`config.mk`:
```
export PLATFORM = sky130hd
export DESIGN_NAME = toggle_gen
export DESIGN_NICKNAME = d
export VERILOG_FILES = /design/src/rtl/toggle_pkg.sv /design/src/rtl/period_cnt.sv /design/src/rtl/toggle_gen.sv
export SDC_FILE = /design/constraint.sdc
export NUM_CORES = 1
export LEC_CHECK = 0
export CAP_MARGIN = 5
export CORE_ASPECT_RATIO = 1.75
export CORE_MARGIN = 4
export CORE_UTILIZATION = 40
export DETAILED_ROUTE_END_ITERATION = 6
export MAX_ROUTING_LAYER = met4
export PLACE_DENSITY_LB_ADDON = 0.1
export SYNTH_ARGS = -nofsm -noshare
export SYNTH_HDL_FRONTEND = slang
export SYNTH_HIERARCHICAL = 1
export SYNTH_SLANG_ARGS = --single-unit
```
`constraint.sdc`:
```
create_clock -name clk -period 4.73 [get_ports clk]
set_input_delay 0.7095 -clock clk [delete_from_list [all_inputs] [get_ports clk]]
set_output_delay 0.7095 -clock clk [all_outputs]
set_load 0.05 [all_outputs]
```
`src/rtl/toggle_pkg.sv`:
```
// toggle_pkg: state encoding and default field width shared by toggle_gen and period_cnt
package toggle_pkg;
    localparam int WIDTH_DEFAULT = 8;
    typedef enum logic {IDLE, RUN} state_e;
endpackage

```
`src/rtl/period_cnt.sv`:
```
// period_cnt: phase down-counter with clear, load and decrement; flags when phase is zero
module period_cnt
    import toggle_pkg::*;
#(
    parameter int WIDTH = WIDTH_DEFAULT
) (
    input  logic             clk,
    input  logic             rst,
    input  logic             clr_i,
    input  logic             load_i,
    input  logic             dec_i,
    input  logic [WIDTH-1:0] load_val_i,
    output logic             zero_o
);
    logic [WIDTH-1:0] phase_q, phase_d;
    // Saturates at zero so an unserviced decrement can never wrap.
    always_comb phase_d = clr_i ? '0 :
                          load_i ? load_val_i :
                          (dec_i && phase_q != '0) ? phase_q - 1'b1 : phase_q;
    always_ff @(posedge clk) begin
        if (rst) phase_q <= '0;
        else     phase_q <= phase_d;
    end
    assign zero_o = phase_q == '0;
endmodule

```
`src/rtl/toggle_gen.sv`:
```
// toggle_gen: emits one-cycle toggle strobes every period cycles, for a finite burst or continuously
module toggle_gen
    import toggle_pkg::*;
#(
    parameter int WIDTH = WIDTH_DEFAULT
) (
    input  logic             clk,
    input  logic             rst,
    input  logic             start,
    input  logic             stop,
    input  logic [WIDTH-1:0] period,
    input  logic [WIDTH-1:0] burst,
    output logic             t,
    output logic             busy,
    output logic             done,
    output logic [WIDTH-1:0] cnt_left
);
    state_e           state_q;
    logic             t_q, busy_q, done_q, cont_q, phase_zero;
    logic [WIDTH-1:0] cnt_q, pm1_q, pm1_d;
    logic             accept, last, run_go;
    assign accept = state_q == IDLE && start && !stop;
    // The cycle after the final strobe ends the run; stop outranks it.
    assign last   = t_q && !cont_q && cnt_q == '0;
    assign run_go = state_q == RUN && !stop && !last;
    assign pm1_d  = period == '0 ? '0 : period - 1'b1;
    period_cnt #(.WIDTH(WIDTH)) u_phase (
        .clk        (clk),
        .rst        (rst),
        .clr_i      (!accept && !run_go),
        .load_i     (accept || (run_go && phase_zero)),
        .dec_i      (run_go),
        .load_val_i (accept ? pm1_d : pm1_q),
        .zero_o     (phase_zero)
    );
    always_ff @(posedge clk) begin
        if (rst) begin
            state_q <= IDLE;
            t_q     <= 1'b0;
            busy_q  <= 1'b0;
            done_q  <= 1'b0;
            cont_q  <= 1'b0;
            cnt_q   <= '0;
            pm1_q   <= '0;
        end else if (state_q == IDLE) begin
            t_q    <= 1'b0;
            done_q <= 1'b0;
            if (accept) begin
                state_q <= RUN;
                busy_q  <= 1'b1;
                pm1_q   <= pm1_d;
                cnt_q   <= burst;
                cont_q  <= burst == '0;
            end
        end else if (stop || last) begin
            state_q <= IDLE;
            busy_q  <= 1'b0;
            t_q     <= 1'b0;
            done_q  <= !stop;
            cnt_q   <= '0;
        end else begin
            t_q <= phase_zero;
            if (phase_zero && !cont_q) cnt_q <= cnt_q - 1'b1;
        end
    end
    assign t        = t_q;
    assign busy     = busy_q;
    assign done     = done_q;
    assign cnt_left = cnt_q;
endmodule
```
==> results.md <==
* 1st-iter DRT viols at 56
* Root Buffer Master: clkbuf_8
* Max Clk Rate at 0.366 GHz
* Via density at 5.83
* Reg-to-Reg Start: cnt_left[0]
* Final hold vios at 0
* Gr usage total at 19.4%
* GRT met3 Usage at 2.85%
* Synthesis-to-layout area growth at 23.7%
* Mapped Area at 1750 sq um
* Post-CTS setup buffer count at 0
* H-tree levels at 2
* Sequential share of the synthesized area at 33.2%
* DRT Wirelength at 4.72 mm
* DRT antenna net count at 0
* Crit path capture: u_phase/phase_q[7]
* Grt total ovfl at 0
* Share of power burned in registers at 42.7%
* # placed instances at 285
* R2r endpoint: u_phase/phase_q[7]
* Non-filler instance count after layout at 293
* Antenna diode count at 0
* Routed vias at 1,708
* Status: completed
* Measured slew at the worst slew-check pin at 633 ps
* Pint at 428 uW
* # nets final at 269
* Post-synthesis async set-or-reset flop share at 0%
* Post-Syn Nets at 238
* Clock Skew at 4.35 ps
* Mux cell area share after synthesis at 2.29%
* Num CTS Buffers at 5
* RSZ-0062 raised after global routing: false
* Clk pwr share at 31.1%
* Setup TNS at 0 ps
* Initial Utilization at 41.8%
* Clock tree buffer depth at 2
* GPL Wtd Cong at 0.901
* NetSw at 205 uW
* Core Footprint at 4190 sq um
* Final Setup Violations at 0
* Hold Crit Class: reg2reg
* Post-synth EDFFs at 0
* Simple-gate share of the synthesized area at 26.2%
* Met2 usage at 35.5%
* Ports at 31
* Net Sw Frac at 32.4%
* CTS resizes at 0
* Power, Total at 633 uW
* Combinational power share at 26.2%
* Critical path data arrival time at 2890 ps
* CP Launch Point: stop
* Min cycle time layout at 2730 ps
* Worst skew pair latency at 280 ps
* Fillers at 415
* XOR/XNOR share of the synthesized area at 2.50%
* Die area at 5540 sq um
* CP Cell Sequence: clkdlybuf4s50_1 -> nand2b_1 -> a31o_2 -> inv_2 -> or3b_1 -> nor4_1 -> mux2i_1 -> a21oi_1
* Busiest grt layer: met2
* Largest family of logic cells by synthesized area: compound AO/OA/AOI/OAI gates
* CTS tree: built
* Hold Path Depth at 2
* Row Count at 31
* Detailed placement HPWL at 3.69 mm
* Crit path capture type: flip-flop
* Setup CP Type: in2reg
* Largest net degree at the start of global routing at 29
* Die height at 95.5 um
* DR DRC count at 0
* Avg Cell Area, Syn at 8.25 sq um
* Worst EP required at 4880 ps
* Cells after Synth at 212
* Critical-path top delay cell: or3b_1
* Yosys reg bits at 29
* Initial antenna violation count at 0
* Fin crit share at 57.8%
* Yosys warnings at 6
* Hold-fix buffers, CTS at 0
* CP max FO at 15
* Largest stage delay, worst path at 430 ps
* Post-synth cell types at 51
* Crit start category: input port
* R2r setup slk at 2170 ps
* Global-route wire length before repair at 7.87 mm
* Share of cells above drive strength 1 at 8.20%
* Vias in the first global route at 1,669
* M1 GR Usage at 18.3%
* Slew HR at 57.5%
* CTS Sinks at 29
* Drt wl/cell at 16.1 um
* Final Max Slew Viols at 0
* DR pass1 iterations at 4
* I/O Buffers at 30
* Compound-cell area share of the yosys netlist at 26.8%
* Pwr dens at 292 nW/um^2
* Synth Flop Type: dfxtp_1
* CTS clk-pin slew, worst paths at 60 ps
* Largest vdd supply drop at 177 uV
* Worst reg-to-reg path cell count at 9
* Max-cap violations at 0
* Leakage at 0.000755 uW
* Synthesized-area fraction occupied by adder cells at 4.29%
* Die Width at 58.0 um
sequential cells by signal (all words and copies together) (netlist names):
register and flops:
busy 1, cnt_left 8, cont_q 1, done 1, pm1_q 8, state_q 1
t 1, u_phase/phase_q 8
layout make-up:
type                    instances  area [sq um]  share of cell area [%]
inverters                      13          48.8                    2.25
well taps                      49          61.3                    2.83
flip-flops and latches         29           581                    26.8
repair buffers                 31           308                    14.2
clock buffers                   8          80.1                    3.70
multi-input cells             163          1090                    50.2
per-layer routing:
metal / wire length [um] / vias to the layer above / share of wire [%]
met2: 2620 / 54 / 55
met1: 1680 / 784 / 35
met5: 0 / - / 0
li1: - / 850 / -
met3: 162 / 20 / 3.4
met4: 264 / 0 / 5.6
power by group through the flow:
stage	Combinational, uW	Sequential (uW)	Clock (uW)
floorplan	87.0	295	0
global placement	165	275	0
detailed placement	165	275	0
CTS	166	270	204
global route	181	272	211
finish	166	270	197
critical path: cells and delay by family:
family                 cells  cell delay (ps)
AOI/OAI and AO/OA          2              370
muxes                      1              230
buffers and inverters      2              630
and+or+nand+nor            3              950
kinds of logic after synthesis:
logic type	count (synthesis)
buf+inv	20
flops	29
fa+ha+maj	6
simple gates	80
compound gates	68
mux	4
xor+xnor	5
Yosys cell counts (2+ instances only):
library cell	instances	area, sq um
a311o_1	2	20.0
nand2_1	16	60.1
nor3b_1	2	15.0
or3b_1	2	17.5
nor2_1	17	63.8
inv_1	11	41.3
or4_1	2	15.0
xnor2_1	5	43.8
and2_1	2	12.5
a21oi_1	19	95.1
nor3_1	5	25.0
mux2i_1	4	40.0
nor4_1	5	31.3
nand2b_1	8	50.1
buf_2	3	15.0
nand3_1	3	15.0
a22oi_1	2	15.0
a32oi_1	3	26.3
a31oi_1	4	25.0
or3_1	2	12.5
o21ai_0	8	40.0
o32ai_1	5	43.8
a211oi_1	7	52.6
ha_1	6	75.1
clkbuf_1	3	11.3
a21o_1	2	15.0
o21ai_2	5	43.8
dfxtp_1	29	581
nor2b_1	7	43.8
a311oi_1	2	17.5
stage by stage:
stage | area [sq um] | utilization (%) | hold slack, ps | worst slack, ps
after floorplan | 1750 | - | 456 | 1980
after global placement | 2080 | 49.8 | 465 | 1750
after detailed placement | 2080 | 49.8 | 472 | 1690
after CTS | 2160 | 51.7 | 482 | 1990
after global routing | 2160 | 51.7 | 495 | 1870
final | 2160 | 51.7 | 485 | 2000
placed cells by master (no fill, tap or decap), drive strengths merged, types with 2 or more instances in the layout:
| cell | netlist | layout |
|---|---|---|
| or3b | 2 | 2 |
| xnor2 | 5 | 5 |
| nor2 | 17 | 17 |
| a211oi | 7 | 7 |
| a32oi | 3 | 3 |
| a311o | 2 | 2 |
| o21ai | 13 | 13 |
| o32ai | 5 | 5 |
| mux2i | 4 | 4 |
| a22oi | 2 | 2 |
| and2 | 2 | 2 |
| nand2b | 8 | 8 |
| a311oi | 2 | 2 |
| or4 | 2 | 2 |
| nand3 | 3 | 3 |
| inv | 12 | 12 |
| nand2 | 16 | 16 |
| nor3 | 6 | 6 |
| clkdlybuf4s50 | 0 | 30 |
| or3 | 3 | 3 |
| nor4 | 6 | 6 |
| nor2b | 7 | 7 |
| ha | 6 | 6 |
| nor4b | 2 | 2 |
| a21o | 2 | 2 |
| a21oi | 20 | 20 |
| nor3b | 2 | 2 |
| dfxtp | 29 | 29 |
| clkbuf | 3 | 8 |
| a31oi | 4 | 4 |
worst min path at each step:
| stage | start | to |
|---|---|---|
| 5_1_grt | pm1_q[5] | pm1_q[5] |
| 3_3_place_gp | pm1_q[5] | pm1_q[5] |
| 4_1_cts | pm1_q[5] | pm1_q[5] |
| 3_5_place_dp | pm1_q[5] | pm1_q[5] |
| 2_1_floorplan | pm1_q[5] | pm1_q[5] |
| 6_report | pm1_q[5] | pm1_q[5] |
No activity file was read; power rests on OpenSTA's default activity.
